`src/rtl/hash_query_ctrl_pkg.sv`:
```
// Shared types, FSM encodings and the key-folding hash used by hash_query_ctrl.
package hash_query_ctrl_pkg;

    typedef enum logic {
        LOOK_UP_QUERY = 1'b0,
        INSERT_QUERY  = 1'b1
    } hash_query_t;

    // Result status is 3 bits wide; ST_INVALID has its own code instead of aliasing ST_MISS.
    typedef enum logic [2:0] {
        ST_OK      = 3'd0,
        ST_HIT     = 3'd1,
        ST_MISS    = 3'd2,
        ST_COLLIDE = 3'd3,
        ST_INVALID = 3'd4
    } hash_status_t;

    typedef logic [2:0] ctrl_state_t;

    localparam ctrl_state_t S_INIT  = 3'd0;
    localparam ctrl_state_t S_IDLE  = 3'd1;
    localparam ctrl_state_t S_QUERY = 3'd2;
    localparam ctrl_state_t S_CHECK = 3'd3;
    localparam ctrl_state_t S_WRITE = 3'd4;
    localparam ctrl_state_t S_RESP  = 3'd5;

    // Bit b of the key lands in index bit (b mod keyW): the XOR of LSB-aligned
    // keyW-bit chunks, with the top chunk implicitly zero-padded.
    function automatic logic [31:0] hash_fold(input logic [127:0] key,
                                              input int keyInW,
                                              input int keyW);
        logic [31:0] folded;
        folded = '0;
        for (int b = 0; b < 128; b++) begin
            if (b < keyInW) begin
                folded[5'(b % keyW)] = folded[5'(b % keyW)] ^ key[b];
            end
        end
        return folded;
    endfunction

endpackage

```
`src/rtl/hash_query_ctrl.sv`:
```
// Request controller for hash_table: zero-fills the table after reset, then runs one
// insert/lookup at a time through query, check and optional write before reporting status.
module hash_query_ctrl
    import hash_query_ctrl_pkg::*;
#(
    parameter int KEY_IN_W = 48,
    parameter int KEY_W    = 12,
    parameter int VAL_W    = 32,
    parameter int INIT_EN  = 1
) (
    input  logic                clk,
    input  logic                rst_n,
    input  logic                req_valid_i,
    output logic                req_ready_o,
    input  logic                req_query_i,
    input  logic [KEY_IN_W-1:0] req_key_i,
    input  logic [VAL_W-1:0]    req_val_i,
    output logic                res_valid_o,
    input  logic                res_ready_i,
    output logic [2:0]          res_status_o,
    output logic [KEY_W-1:0]    res_hash_o,
    output logic                init_done_o,
    output logic                tbl_wr_en_o,
    output logic                tbl_query_o,
    output logic [KEY_W-1:0]    tbl_wr_key_o,
    output logic [KEY_W-1:0]    tbl_rd_key_o,
    output logic [VAL_W-1:0]    tbl_val_o,
    input  logic                tbl_resp_i
);

    localparam ctrl_state_t RESET_STATE = (INIT_EN != 0) ? S_INIT : S_IDLE;

    ctrl_state_t        state_q, state_d;
    logic [KEY_W-1:0]   cnt_q, cnt_d;
    logic               initDone_q, initDone_d;
    logic               resValid_q, resValid_d;
    logic [2:0]         resStatus_q, resStatus_d;
    logic [KEY_W-1:0]   resHash_q, resHash_d;
    logic               tblWrEn_q, tblWrEn_d;
    logic               tblQuery_q, tblQuery_d;
    logic [KEY_W-1:0]   tblWrKey_q, tblWrKey_d;
    logic [KEY_W-1:0]   tblRdKey_q, tblRdKey_d;
    logic [VAL_W-1:0]   tblVal_q, tblVal_d;

    logic [31:0]        foldFull;
    logic [KEY_W-1:0]   reqHash;
    logic               unusedFoldBits;

    assign foldFull       = hash_fold(128'(req_key_i), KEY_IN_W, KEY_W);
    assign reqHash        = foldFull[KEY_W-1:0];
    assign unusedFoldBits = ^foldFull[31:KEY_W];

    // Every output register is loaded on the edge that enters the state it belongs to,
    // so tbl_wr_en_o is high during exactly the INIT sweep and the single WRITE cycle.
    always_comb begin
        state_d     = state_q;
        cnt_d       = cnt_q;
        initDone_d  = initDone_q | (state_q != S_INIT);
        resValid_d  = resValid_q;
        resStatus_d = resStatus_q;
        resHash_d   = resHash_q;
        tblWrEn_d   = 1'b0;
        tblQuery_d  = tblQuery_q;
        tblWrKey_d  = tblWrKey_q;
        tblRdKey_d  = tblRdKey_q;
        tblVal_d    = tblVal_q;
        case (state_q)
            S_INIT: begin
                tblWrEn_d  = 1'b1;
                tblWrKey_d = cnt_q;
                tblVal_d   = '0;
                cnt_d      = cnt_q + {{(KEY_W-1){1'b0}}, 1'b1};
                if (cnt_q == '1) begin
                    state_d    = S_IDLE;
                    initDone_d = 1'b1;
                end
            end
            S_IDLE: begin
                if (req_valid_i) begin
                    resHash_d = reqHash;
                    if ((req_query_i == INSERT_QUERY) && (req_val_i == '0)) begin
                        resStatus_d = ST_INVALID;
                        resValid_d  = 1'b1;
                        state_d     = S_RESP;
                    end else begin
                        tblQuery_d = req_query_i;
                        tblRdKey_d = reqHash;
                        tblWrKey_d = reqHash;
                        tblVal_d   = req_val_i;
                        state_d    = S_QUERY;
                    end
                end
            end
            S_QUERY: begin
                state_d = S_CHECK;
            end
            // For an insert the table answers "slot empty"; a full slot is never overwritten.
            S_CHECK: begin
                if (tblQuery_q == INSERT_QUERY) begin
                    if (tbl_resp_i) begin
                        tblWrEn_d = 1'b1;
                        state_d   = S_WRITE;
                    end else begin
                        resStatus_d = ST_COLLIDE;
                        resValid_d  = 1'b1;
                        state_d     = S_RESP;
                    end
                end else begin
                    resStatus_d = tbl_resp_i ? ST_HIT : ST_MISS;
                    resValid_d  = 1'b1;
                    state_d     = S_RESP;
                end
            end
            S_WRITE: begin
                resStatus_d = ST_OK;
                resValid_d  = 1'b1;
                state_d     = S_RESP;
            end
            S_RESP: begin
                if (res_ready_i) begin
                    resValid_d = 1'b0;
                    state_d    = S_IDLE;
                end
            end
            default: begin
                state_d = RESET_STATE;
            end
        endcase
    end

    always_ff @(posedge clk or negedge rst_n) begin
        if (!rst_n) begin
            state_q     <= RESET_STATE;
            cnt_q       <= '0;
            initDone_q  <= 1'b0;
            resValid_q  <= 1'b0;
            resStatus_q <= '0;
            resHash_q   <= '0;
            tblWrEn_q   <= 1'b0;
            tblQuery_q  <= 1'b0;
            tblWrKey_q  <= '0;
            tblRdKey_q  <= '0;
            tblVal_q    <= '0;
        end else begin
            state_q     <= state_d;
            cnt_q       <= cnt_d;
            initDone_q  <= initDone_d;
            resValid_q  <= resValid_d;
            resStatus_q <= resStatus_d;
            resHash_q   <= resHash_d;
            tblWrEn_q   <= tblWrEn_d;
            tblQuery_q  <= tblQuery_d;
            tblWrKey_q  <= tblWrKey_d;
            tblRdKey_q  <= tblRdKey_d;
            tblVal_q    <= tblVal_d;
        end
    end

    assign req_ready_o  = (state_q == S_IDLE);
    assign res_valid_o  = resValid_q;
    assign res_status_o = resStatus_q;
    assign res_hash_o   = resHash_q;
    assign init_done_o  = initDone_q;
    assign tbl_wr_en_o  = tblWrEn_q;
    assign tbl_query_o  = tblQuery_q;
    assign tbl_wr_key_o = tblWrKey_q;
    assign tbl_rd_key_o = tblRdKey_q;
    assign tbl_val_o    = tblVal_q;

endmodule

```
`config.mk`:
```
export PLATFORM = sky130hd
export DESIGN_NAME = hash_query_ctrl
export DESIGN_NICKNAME = d
export VERILOG_FILES = /design/src/rtl/hash_query_ctrl_pkg.sv /design/src/rtl/hash_query_ctrl.sv
export SDC_FILE = /design/constraint.sdc
export NUM_CORES = 1
export LEC_CHECK = 0
export ABC_AREA = 1
export ABC_CLOCK_PERIOD_IN_PS = 1700
export CAP_MARGIN = 30
export CORE_ASPECT_RATIO = 1.5
export CORE_MARGIN = 8
export CORE_UTILIZATION = 47
export CTS_BUF_LIST = sky130_fd_sc_hd__clkbuf_4
export DETAILED_ROUTE_END_ITERATION = 6
export PLACE_DENSITY = 0.85
export SLEW_MARGIN = 20
export SYNTH_ARGS = -nofsm -noshare
export SYNTH_HDL_FRONTEND = slang
export SYNTH_SLANG_ARGS = --single-unit
```
`constraint.sdc`:
```
create_clock -name clk -period 1.7 [get_ports clk]
set_input_delay 0.34 -clock clk [delete_from_list [all_inputs] [get_ports clk]]
set_output_delay 0.34 -clock clk [all_outputs]
set_load 0.1 [all_outputs]
```
# After elaboration in Yosys (flattened, before gate mapping)
# Cells that the tools add are included.
[word_totals]
latch_bits = 0
ramBits = 0
input_bits = 86
rom_bits = 0
ff_bits = 90
memories = 0
[op_classes]
magnitude_cmp = 0
div_mod_pow = 0
n_shift = 0
addsub = 1
n_eq_ne = 12
n_bitwise = 38
n_mul = 0
reduce_logical = 13
mux = 30
[op_table]
columns = ["op", "count"]
rows = [
  ["2-to-1 mux 32 bit", 2],
  ["case mux 32 bit (2 select lines)", 1],
  ["XOR 1 bit", 36],
  ["logical NOT 32 bit", 1],
  ["2-to-1 mux 3 bit", 9],
  ["2-to-1 mux 12 bit", 2],
  ["case mux 12 bit (2 select lines)", 1],
  ["case mux 3 bit (6 select lines)", 1],
  ["adder 12 x 1 -> 12 bit, second input constant", 1],
  ["equality test 12 bit, second input constant", 1],
  ["2-to-1 mux 1 bit", 10],
  ["case mux 3 bit (3 select lines)", 1],
  ["AND reduction 3 bit", 3],
  ["inequality test 2 bit, second input constant", 4],
  ["equality test 3 x 2 -> 1 bit, second input constant", 2],
  ["equality test 3 bit, second input constant", 2],
  ["nonzero test 3 bit", 2],
  ["AND reduction 5 bit", 1],
  ["case mux 1 bit (4 select lines)", 1],
  ["AND reduction 4 bit", 1],
  ["nonzero test 4 bit", 1],
  ["equality test 3 x 1 -> 1 bit, second input constant", 1],
  ["logical NOT 3 bit", 1],
  ["inequality test 3 bit, second input constant", 1],
  ["other kinds (8)", 8],
]

# Logic depth before layout (Yosys ltp)
[logic_depth]
ltp_word = 6
ltp_mapped = 11

# Worst setup path before layout
# OpenSTA, ideal clock, no wires.
[synth_timing]
path_type = "register -> register"
from = "reg state_q[2]"
to = "reg tblWrKey_q[0] (netlist: tbl_wr_key_o[0])"
required_ns = 1.579
path_stages_with_launch = 7
n_path_buf = 2
t_arrival_ns = 1.652
slack_ns = -0.072
setup_ns = 0.121
path_cell_list = "dfrtp_1 -> buf_2 -> nor3_4 -> buf_2 -> o21ai_0 -> nand2_1 -> nand2_1"
[synth_between]
elab_chain_cells = 3
[synth_rtl]
columns = ["element", "line_no", "rtl"]
rows = [
  ["start: declaration", "hash_query_ctrl.sv:33", "ctrl_state_t state_q, state_d;"],
  ["start signal: assignment", "hash_query_ctrl.sv:145", "state_q <= state_d;"],
  ["equality test 3 x 1 -> 1 bit *", "-", ""],
  ["named net req_ready_o", "hash_query_ctrl.sv:14", "output logic req_ready_o,"],
  ["inequality test 2 bit (no source line) / nonzero test 2 bit (equally long branches)", "-", ""],
  ["AND reduction 3 bit (no source line)", "-", ""],
  ["end signal: assignment", "hash_query_ctrl.sv:153", "tblWrKey_q <= tblWrKey_d;"],
  ["end: declaration", "hash_query_ctrl.sv:41", "logic [KEY_W-1:0] tblWrKey_q, tblWrKey_d;"],
]
# Mark *: on every way through the listed nets, which the timed path passes. The rest lies on a longest branch.
# A chain may end at the register's enable or synchronous reset.

# Worst setup path in the final report
[layout_timing]
from = "reg state_q[0]"
to = "out req_ready_o"
[layout_between]
elab_chain_cells = 1
[layout_rtl]
columns = ["element", "line_no", "rtl"]
rows = [
  ["equality test 3 x 1 -> 1 bit", "hash_query_ctrl.sv:159", "assign req_ready_o = (state_q == S_IDLE);"],
  ["end: declaration", "hash_query_ctrl.sv:14", ""],
]
# No other way between the ends.

==> summary.txt <==
CTS
  – Root buffer cell: clkbuf_4
  – CTS sink cnt: 90
  – CTS Buffer Depth: 2
  – CTS tree: done
  – Reg clk slew, reported paths: 0.16 ns
  – CTS buffer count: 9
  – Clk Latency, worst-skew pair: 0.46 ns
  – Htree depth: 3

Drt
  – 1st-pass router iterations: 6
  – Avg WL per Cell: 20.4 um
  – Via count: ~5000
  – DRC: 0
  – DRT antenna net count: 0
  – DR iter-0 viols: about 460
  – Vias per cell: 5.66
  – Final WL: 17.9 mm

Synth
  – Synthesized area per cell: around 7.9 sq um
  – Synth warn: 0
  – Yosys top cell by area: dfrtp_1
  – Synth area leaders: dfrtp_1, nand2_1, nand3_1
  – Cells after Synth: 569
  – Sequential share of the synthesized area: about half
  – Flops & latches, synth: 90
  – Synth unique cells: 24
  – Post-synth top area share: between 40 and 50%
  – Synthesized area: between 4000 and 5000 sq um
  – Syn_nets: 656

Power
  – Pwr Density: around 2300 nW/um^2
  – Power share of the clock group: 6.8%
  – Leakage: between 3 and 4 nW
  – Internal: 7.73 mW
  – Comb pwr share: 71.5%
  – Peak VDD IR: 1.62 mV
  – Sequential Power Share: 21.7%
  – Overall Power: 17.7 mW
  – Sw frac: 56.4%
  – Psw: between 10 and 15 mW

Worst setup path
  – CP Data Arrival Time: 1.49 ns
  – CP Max Fanout: 2
  – Worst-path cell chain: inv_2 -> nor3_4 -> buf_6 -> buf_12
  – Critical Path RT: 1.36 ns
  – Worst Setup End Kind: output port
  – Max incr delay on CP: 0.43 ns
  – Setup CP Type: reg2out
  – Crit start category: flop
  – Slowest cell on the critical path: dfrtp_1

Placement
  – Port buffer count: 161
  – Post-DP HPWL: 11.5 mm
  – Pre-CTS setup slack: -0.467 ns
  – DP Area: 7190 sq um
  – Cell Count Post-Placement: 851
  – GPL Wtd Cong: between 0.8 and 0.9

Timing
  – Final worst path period share: 108%
  – Final critical path time including I/O delays and setup: 1.83 ns
  – Total Neg Setup Slack: -1.91 ns
  – Slew of the pin with the lowest slew margin: ~0.38 ns
  – Fmax: between 0.5 and 0.6 GHz
  – Hold slack: 0.337 ns
  – Hold Fails Final Rpt: 0
  – Final Setup Violations: 50
  – Clk_skew: 0.0243 ns
  – Final Slew Violations: 0
  – Slew margin rel.: 74.5%
  – Worst Setup Slack, final: -0.134 ns
  – RSZ-0062 raised after global routing: true

Global route
  – Initial antenna violation count: 0
  – Global route overflow: 0
  – Largest net degree at the start of global routing: 49
  – First-pass GRT wire length: 25.6 mm
  – Vias in the first global route: just over 5000
  – Overall routing resource usage: 25.6%

Floorplan
  – Die X: 95.9 um
  – DIE HEIGHT: 136 um
  – Core Rows: 44
  – Core ar.: 9520 sq um
  – I/O pin total: about 160
  – Die area: 13000 sq um
  – Starting density of the core: 47.3%

Final layout
  – Design area: about 7600 sq um
  – Layout cell share with drive strength beyond 1: 21.0%
  – Fill cells: 491
  – N_diodes: 0
  – Final net count: ~850
  – Final Non-Filler Cells: 878
  – Area Overhead vs Synth: 68.0%
  – Final Util: 79.5%

Outcome
  – Failing checks: negative setup slack
  – Status: finished, violations left

Run
  – Max-cap violation count: 0

Hold path
  – Min-delay worst type: in2async
==> timing repair <==
| action | CTS | global route |
|---|---|---|
| hold buffers | 1 | 0 |
| hold endpoints to repair | 23 | 0 |
| resized for setup | 3 | 28 |
| cloned | 1 | 3 |
| pin swaps | 1 | 4 |
| buffers inserted | 5 | 2 |
| endpoints found under the setup margin | 4 | 66 |
==> cell usage after synthesis <==
cell type / n
nand2_1: 174
dfrtp_1: 90
inv_1: 57
nand3_1: 55
nor2_1: 55
o21ai_0: 31
xnor2_1: 27
xor2_1: 20
buf_2: 10
o21ai_1: 10
clkbuf_1: 9
nand4_1: 6
a21oi_1: 4
buf_4: 4
buf_1: 3
inv_2: 3
nand3_2: 2
nor3_1: 2
or2_2: 2
ha_1: 1
nand2_2: 1
nor2_2: 1
nor3_2: 1
nor3_4: 1
==> power groups by stage <==
stage	sequential, mW	combinational [mW]	clock [mW]
floorplan	8.04	2.73	0
global placement	3.79	11.3	0
detailed placement	3.83	11.6	0
CTS	3.79	11.9	1.21
global route	3.90	13.1	1.30
finish	3.85	12.7	1.21
==> critical path: cells and delay by family (launching register included) <==
| family | cells | cell delay, ns |
|---|---|---|
| buffers and inverters | 3 | 0.41 |
| DFF | 1 | 0.43 |
| and+or+nand+nor | 1 | 0.22 |
==> kinds of logic (layout without fill, tap and decap cells) <==
logic type      Yosys count  in the layout  synth area share, %
compound gates           45             45                 5.00
xor+xnor                 47             47                 9.14
fa+ha+maj                 1              1                0.278
buf+inv                  86            280                 7.78
flops                    90             90                 50.0
simple gates            300            300                 27.8
==> registers in the layout, summed over array words and instances (netlist names) <==
signal	count
res_hash_o	12
tbl_val_o	32
tbl_rd_key_o	12
state_q	3
tbl_wr_en_o	1
tbl_query_o	1
res_valid_o	1
res_status_o	3
cnt_q	12
tbl_wr_key_o	12
init_done_o	1
==> final timing paths <==
path | start | endpoint | slack, ns | cells after the start
hold reg to reg | cnt_q[10]$_DFFE_PN0P_ | cnt_q[10]$_DFFE_PN0P_ | 0.52 | 1
min in group clk | req_val_i[1] | tbl_val_o[1]$_DFFE_PN0P_ | 0.52 | 5
setup reg to reg | state_q[2]$_DFFE_PN0P_ | res_status_o[0]$_DFFE_PN0P_ | 0.02 | 8
setup / recovery | state_q[0]$_DFFE_PN0P_ | req_ready_o | -0.13 | 4
max in group asynchronous | rst_n | cnt_q[6]$_DFFE_PN0P_ | 0.74 | 3
hold / removal | rst_n | tbl_val_o[20]$_DFFE_PN0P_ | 0.34 | 2
==> layout by cell type, fill, tap and decap left out, types with 2 or more instances in the layout <==
cell type	netlist	layout
buf_4	4	30
nand2_1	174	169
xnor2_1	27	27
nand4_1	6	6
inv_2	3	2
a21oi_1	4	4
clkbuf_4	0	9
nor2_2	1	5
clkbuf_16	0	2
dfrtp_1	90	89
nand3_1	55	52
nand2_2	1	5
o21ai_0	31	28
xor2_1	20	20
inv_1	57	57
o21ai_1	10	13
buf_12	0	81
clkdlybuf4s50_1	0	84
buf_6	0	4
nor3_2	1	2
clkinv_2	0	2
or2_2	2	2
nor2_1	55	50
nand3_2	2	4
==> final cells by class <==
class	count	area, sq um	share of cell area [%]
repair buffers	204	2840	37.4
flip-flops and latches	90	2250	29.8
multi-input cells	393	1970	26.1
inverters	60	228	3.01
well taps	115	144	1.90
clock inverters	7	68.8	0.909
clock buffers	9	67.6	0.892
==> routing by layer <==
metal	up-vias	part of all wire [%]	global-route usage, %
met1	2337	31	25.3
met2	374	52	45.9
met3	124	8.6	5.91
li1	2135	-	-
met5	-	0	0
met4	0	8.1	16.9
(Power assumes the default switching activity.)
